<file path="config.mk">
export PLATFORM = sky130hd
export DESIGN_NAME = ultrasonic_ranger
export DESIGN_NICKNAME = d
export VERILOG_FILES = /design/src/rtl/ultrasonic_ranger.sv
export SDC_FILE = /design/constraint.sdc
export NUM_CORES = 1
export LEC_CHECK = 0
export BUFFER_PORTS_ARGS = -buffer_cell sky130_fd_sc_hd__clkbuf_2
export CAP_MARGIN = 40
export CORE_UTILIZATION = 60
export CTS_CLUSTER_SIZE = 25
export DETAILED_ROUTE_END_ITERATION = 16
export PLACE_DENSITY = 0.79
export SYNTH_ARGS = -nofsm -noshare
export SYNTH_HDL_FRONTEND = slang
export SYNTH_SLANG_ARGS = --single-unit
</file>
<file path="constraint.sdc">
create_clock -name clk -period 5.4 [get_ports clk]
set_input_delay 0.27 -clock clk [delete_from_list [all_inputs] [get_ports clk]]
set_output_delay 0.27 -clock clk [all_outputs]
set_load 0.005 [all_outputs]
</file>
<file path="src/rtl/ultrasonic_ranger.sv">
// HC-SR04-style ranger: drives the trigger pulse, then times the echo high width in clocks.
// Optional auto-retrigger is compiled in with ULTRASONIC_AUTO_TRIGGER_EN.
module ultrasonic_ranger #(
  parameter int TRIG_CYCLES    = 1000,
  parameter int TIMEOUT_CYCLES = 3000000,
  parameter int PERIOD_CYCLES  = 6000000,
  parameter int CNT_W          = 24
) (
  input  logic             clk,
  input  logic             rst,
  input  logic             start,
  input  logic             echo_in,
  output logic             trig_out,
  output logic             busy,
  output logic             done,
  output logic             timeout,
  output logic [CNT_W-1:0] echo_cycles
);

  localparam int                TRIG_W    = (TRIG_CYCLES > 1) ? $clog2(TRIG_CYCLES) : 1;
  localparam logic [TRIG_W-1:0] TRIG_LAST = TRIG_W'(TRIG_CYCLES - 1);
  localparam logic [CNT_W-1:0]  TO_LAST   = CNT_W'(TIMEOUT_CYCLES - 1);

  if ((TRIG_CYCLES < 1) ||
      (longint'(TIMEOUT_CYCLES) >= (longint'(1) << CNT_W)) ||
      (PERIOD_CYCLES <= TRIG_CYCLES + TIMEOUT_CYCLES + 4)) begin : g_bad_cfg
    $error("ultrasonic_ranger: illegal parameter set");
  end

  typedef enum logic [2:0] {
    S_IDLE,
    S_TRIG,
    S_WAIT_RISE,
    S_MEASURE,
    S_DONE
`ifdef ULTRASONIC_AUTO_TRIGGER_EN
    , S_WAIT_PERIOD
`endif
  } state_t;

  state_t            r_state, w_next;
  logic              r_sync1, r_echo_s, r_echo_d;
  logic              w_rise, w_fall, w_to_hit, w_to_fail, w_accept, w_timing;
  logic [TRIG_W-1:0] r_trig_cnt;
  logic [CNT_W-1:0]  r_tcnt, r_width, r_result;
  logic              r_trig, r_busy, r_done, r_timeout;

  // echo_in is asynchronous: two flops to resolve metastability, a third for edge detect
  always_ff @(posedge clk or posedge rst) begin
    if (rst) begin
      r_sync1  <= 1'b0;
      r_echo_s <= 1'b0;
      r_echo_d <= 1'b0;
    end else begin
      r_sync1  <= echo_in;
      r_echo_s <= r_sync1;
      r_echo_d <= r_echo_s;
    end
  end

  assign w_rise   = r_echo_s & ~r_echo_d;
  assign w_fall   = ~r_echo_s & r_echo_d;
  assign w_timing = (r_state == S_WAIT_RISE) || (r_state == S_MEASURE);
  assign w_to_hit = (r_tcnt == TO_LAST);
  // a falling edge on the last allowed cycle still yields a valid measurement
  assign w_to_fail = w_timing && w_to_hit && !((r_state == S_MEASURE) && w_fall);

`ifdef ULTRASONIC_AUTO_TRIGGER_EN
  localparam int               PER_W    = $clog2(PERIOD_CYCLES + 1);
  localparam logic [PER_W-1:0] PER_LAST = PER_W'(PERIOD_CYCLES - 1);
  logic [PER_W-1:0] r_pcnt;
  logic             w_period_hit;

  // counts from the cycle after a trigger is accepted; saturates so the hit is sticky
  always_ff @(posedge clk or posedge rst) begin
    if (rst)                    r_pcnt <= '0;
    else if (w_accept)          r_pcnt <= '0;
    else if (r_pcnt < PER_LAST) r_pcnt <= r_pcnt + 1'b1;
  end
  assign w_period_hit = (r_pcnt >= PER_LAST);
`endif

  always_ff @(posedge clk or posedge rst) begin
    if (rst) r_state <= S_IDLE;
    else     r_state <= w_next;
  end

  always_comb begin
    w_next = r_state;
    case (r_state)
      S_IDLE:      if (start) w_next = S_TRIG;
      S_TRIG:      if (r_trig_cnt == '0) w_next = S_WAIT_RISE;
      S_WAIT_RISE: begin
        if (w_to_hit)    w_next = S_DONE;
        else if (w_rise) w_next = S_MEASURE;
      end
      S_MEASURE:   if (w_fall || w_to_hit) w_next = S_DONE;
`ifdef ULTRASONIC_AUTO_TRIGGER_EN
      S_DONE:        w_next = S_WAIT_PERIOD;
      S_WAIT_PERIOD: if (start || w_period_hit) w_next = S_TRIG;
`else
      S_DONE:        w_next = S_IDLE;
`endif
      default:     w_next = S_IDLE;
    endcase
  end

  assign w_accept = (w_next == S_TRIG) && (r_state != S_TRIG);

  always_ff @(posedge clk or posedge rst) begin
    if (rst)                                        r_trig_cnt <= '0;
    else if (w_accept)                              r_trig_cnt <= TRIG_LAST;
    else if (r_state == S_TRIG && r_trig_cnt != '0) r_trig_cnt <= r_trig_cnt - 1'b1;
  end

  always_ff @(posedge clk or posedge rst) begin
    if (rst) begin
      r_tcnt   <= '0;
      r_width  <= '0;
      r_result <= '0;
    end else begin
      if (r_state == S_TRIG) r_tcnt <= '0;
      else if (w_timing)     r_tcnt <= r_tcnt + 1'b1;

      if (r_state == S_WAIT_RISE && w_rise)        r_width <= CNT_W'(1);
      else if (r_state == S_MEASURE && r_echo_s)   r_width <= r_width + 1'b1;

      if (r_state == S_MEASURE && w_fall) r_result <= r_width;
      else if (w_to_fail)                 r_result <= '0;
    end
  end

  // outputs registered from the next state so the sensor pin never sees decode glitches
  always_ff @(posedge clk or posedge rst) begin
    if (rst) begin
      r_trig    <= 1'b0;
      r_busy    <= 1'b0;
      r_done    <= 1'b0;
      r_timeout <= 1'b0;
    end else begin
      r_trig    <= (w_next == S_TRIG);
      r_busy    <= (w_next == S_TRIG) || (w_next == S_WAIT_RISE) || (w_next == S_MEASURE);
      r_done    <= (w_next == S_DONE);
      r_timeout <= w_to_fail;
    end
  end

  assign trig_out    = r_trig;
  assign busy        = r_busy;
  assign done        = r_done;
  assign timeout     = r_timeout;
  assign echo_cycles = r_result;

endmodule

</file>
==> out/results.ini <==
[outcome]
run_status=completed

[grt]
grt_max_degree=48
use_met1_pct=37.1
gr-max-usage-layer=met2
met2_usage_pct=42.8
use_met3_pct=6.88
track_usage_pct=26.9
grt_pass1_vias=3301
antenna_found_initial=0
grt_pass1_wl_um=15900
grt-ovfl-total=0

[placed_design]
gp_congestion=0.835
dpl_cell_area_um2=4680
io_buffers=31
place_ws_ns=2.97
hpwl_um=6250
dpl.cell_count=572

[sta]
fin_skew_ns=0.00770
fin_hold_ws_ns=0.363
finalCriticalPeriod_ns=2.46
relSlewSlack_pct=46.9
setup_ws_ns=2.94
max_freq_ghz=0.407
finalSetupTns_ns=0
setup_viol=0
rsz0062_at_grt=false
period_share_pct=45.5
drv_slew=0
hold_violations=0
tightest_slew_ns=0.797

[logic_synthesis]
syn_inst=462
synth-seq-cells=92
syn_avg_cell_area_um2=9.59
seq_area_frac_synth_pct=52.0
syn_nets=469
synth.distinct_cells=54
synth_edf_count=0
synth_area_um2=4430
ys_warn_count=0
synthArstFlopShare_pct=100
synth_flop_cell=dfrtp_1

[clock_network]
ctsHoldBuffers=2
h-tree-depth=3
cts_setup_buffers=0
cts_buffers=9
cts_num_sinks=92
cts_resized=0
clockBufferDepth=2
path_clk_slew_ns=0.09
cts_tree=built
worstSkewPairLatency_ns=0.37
ctsRootBufferMaster=clkbuf_8

[power_and_ir_drop]
p_sw_share_pct=26.2
combPwrFrac_pct=12.2
p_sw_mw=0.415
power.density_nw_per_um2=319
ir_drop_v=0.000292
p_total_mw=1.58
power.leakage_nw=2.06
intPower_mw=1.17
clockPowerShare_pct=37.8
pwr-share-seq_pct=50.0

[worst_setup_path]
r2r-start=r_state[0]$_DFF_PP0_
crit_required_ns=5.70
worstSetupStartpoint=r_state[0]$_DFF_PP0_
worst-r2r-setup-slack_ns=2.94
critPathTopFamily=simple AND/OR/NAND/NOR gates
crit_path_frequent_cell=or4_1
worstSetupPathType=reg2reg
worstPathArrival_ns=2.75
crit_end=r_width[19]$_DFFE_PP0P_
ff2ff_path_depth=4
cp.depth=4
rr_endpoint=r_width[19]$_DFFE_PP0P_
end_kind=flip-flop
path_max_fanout=14
worst-path-buf-inv=0
start_kind=flip-flop
slowest_delay_ns=0.82
cp_slowest_cell=or4_1
path_cells=nand4b_4, or4_1, or4_1, a21oi_1

[layout]
finalNonFillerCells=589
synthToLayoutAreaGrowth_pct=12.0
final_util_pct=71.4
seq_area_um2=2300
fillers=537
n_antenna_cell=0
fin_area_um2=4960
drive_gt1_share_pct=12.8
multi_input_area_um2=1980
nNetsFinal=496

[floorplanning]
fp.dieArea_um2=7730
die_height_um=87.9
core-area_um2=6940
die_w_um=87.9
rows=30
start_util_pct=63.8
ios=32

[route]
drc_errors=0
ant_nets=0
finalWirelength_um=9400
drtIter0Drc=287
firstDrtPassIters=4
num_vias=3525
wl_per_cell_um=16.0
viasPerCell=5.98

[hold_path]
hold_path_class=reg2reg

[flow_run]
drv_cap=0

## synthesized netlist by cell type, types with 4 or more instances
master    count  area (um2)
dfrtp_1      92        2300
nand2_1      77         289
o21ai_0      32         160
nor2_1       25        93.8
a21oi_1      18        90.1
nand4_1      18         113
clkbuf_1     17        63.8
nand3_1      17        85.1
inv_1        12        45.0
or3_1        12        75.1
nor4_1       11        68.8
xnor2_1      11        96.3
nor3_1       10        50.1
or4_1         9        67.6
o31ai_1       8        60.1
mux2i_1       7        70.1
xor2_1        6        52.6
o211ai_1      5        37.5
o22ai_1       5        31.3
and3_1        4        25.0
and4_1        4        35.0
buf_2         4        20.0
nand2b_1      4        25.0
nor3b_1       4        30.0
## cells in the final DEF, fill, tap and decap left out, types with 4 or more instances in the layout
master and count:
dfrtp_1 92, nand2_1 77, o21ai_0 32, clkbuf_2 31
nor2_1 25, nand4_1 18, a21oi_1 18, nand3_1 17
or3_1 12, inv_1 11, xnor2_1 11, nor4_1 11
nor3_1 10, or4_1 9, clkbuf_8 9, o31ai_1 8
mux2i_1 7, xor2_1 6, o211ai_1 5, o22ai_1 5
and3_1 4, and4_1 4, nand2b_1 4, bufinv_16 4
buf_4 4
## registers in the layout, indices dropped and copies added (netlist names)
signal / count
timeout: 1
done: 1
r_echo_d: 1
busy: 1
r_sync1: 1
r_echo_s: 1
r_tcnt: 24
echo_cycles: 24
r_width: 24
r_trig_cnt: 10
r_state: 3
trig_out: 1
## layout make-up
type                    count  area share, %
flip-flops and latches     92           46.4
well taps                  96           2.42
clock buffers               9           2.50
clock inverters             6           2.75
inverters                  12          0.933
multi-input cells         334           39.9
repair buffers             40           5.07
## power groups by stage
stage                     registers [mW]  logic (mW)  clock network (mW)
after detailed placement           0.803       0.192                   0
after CTS                          0.791       0.193               0.606
after global routing               0.801       0.214               0.633
after global placement             0.800       0.182                   0
after floorplan                    0.789       0.153                   0
final                              0.792       0.193               0.598
## cells by family (layout without fill, tap and decap cells)
| family | Yosys count | after routing | share of synthesized area, % |
|---|---|---|---|
| DFF | 92 | 92 | 52.0 |
| adders and majority gates | 4 | 4 | 1.07 |
| and+or+nand+nor | 217 | 217 | 26.2 |
| AOI/OAI and AO/OA | 88 | 88 | 12.1 |
| muxes | 8 | 8 | 1.84 |
| xor gates and xnor gates | 17 | 17 | 3.36 |
| buffers and inverters | 36 | 67 | 3.42 |
## metal layers
layer | vias to the layer above | routed length, um | share of wire, %
li1 | 1720 | - | -
met1 | 1702 | 4380 | 47
met2 | 99 | 4540 | 48
met3 | 4 | 432 | 4.6
met4 | 0 | 48 | 0.51
met5 | - | 0 | 0
## how the worst min path moves through the flow
stage | startpoint | endpoint | slack, ns | depth (start not counted)
after detailed placement | rst | r_trig_cnt[3]$_DFFE_PP0P_ | 0.22 | 2
after CTS | r_sync1$_DFF_PP0_ | r_echo_s$_DFF_PP0_ | 0.37 | 0
final | r_sync1$_DFF_PP0_ | r_echo_s$_DFF_PP0_ | 0.36 | 0
after global routing | r_sync1$_DFF_PP0_ | r_echo_s$_DFF_PP0_ | 0.38 | 0
after global placement | rst | r_trig_cnt[3]$_DFFE_PP0P_ | 0.22 | 2
after floorplan | echo_in | r_sync1$_DFF_PP0_ | 0.30 | 0
(Power assumes the default switching activity.)
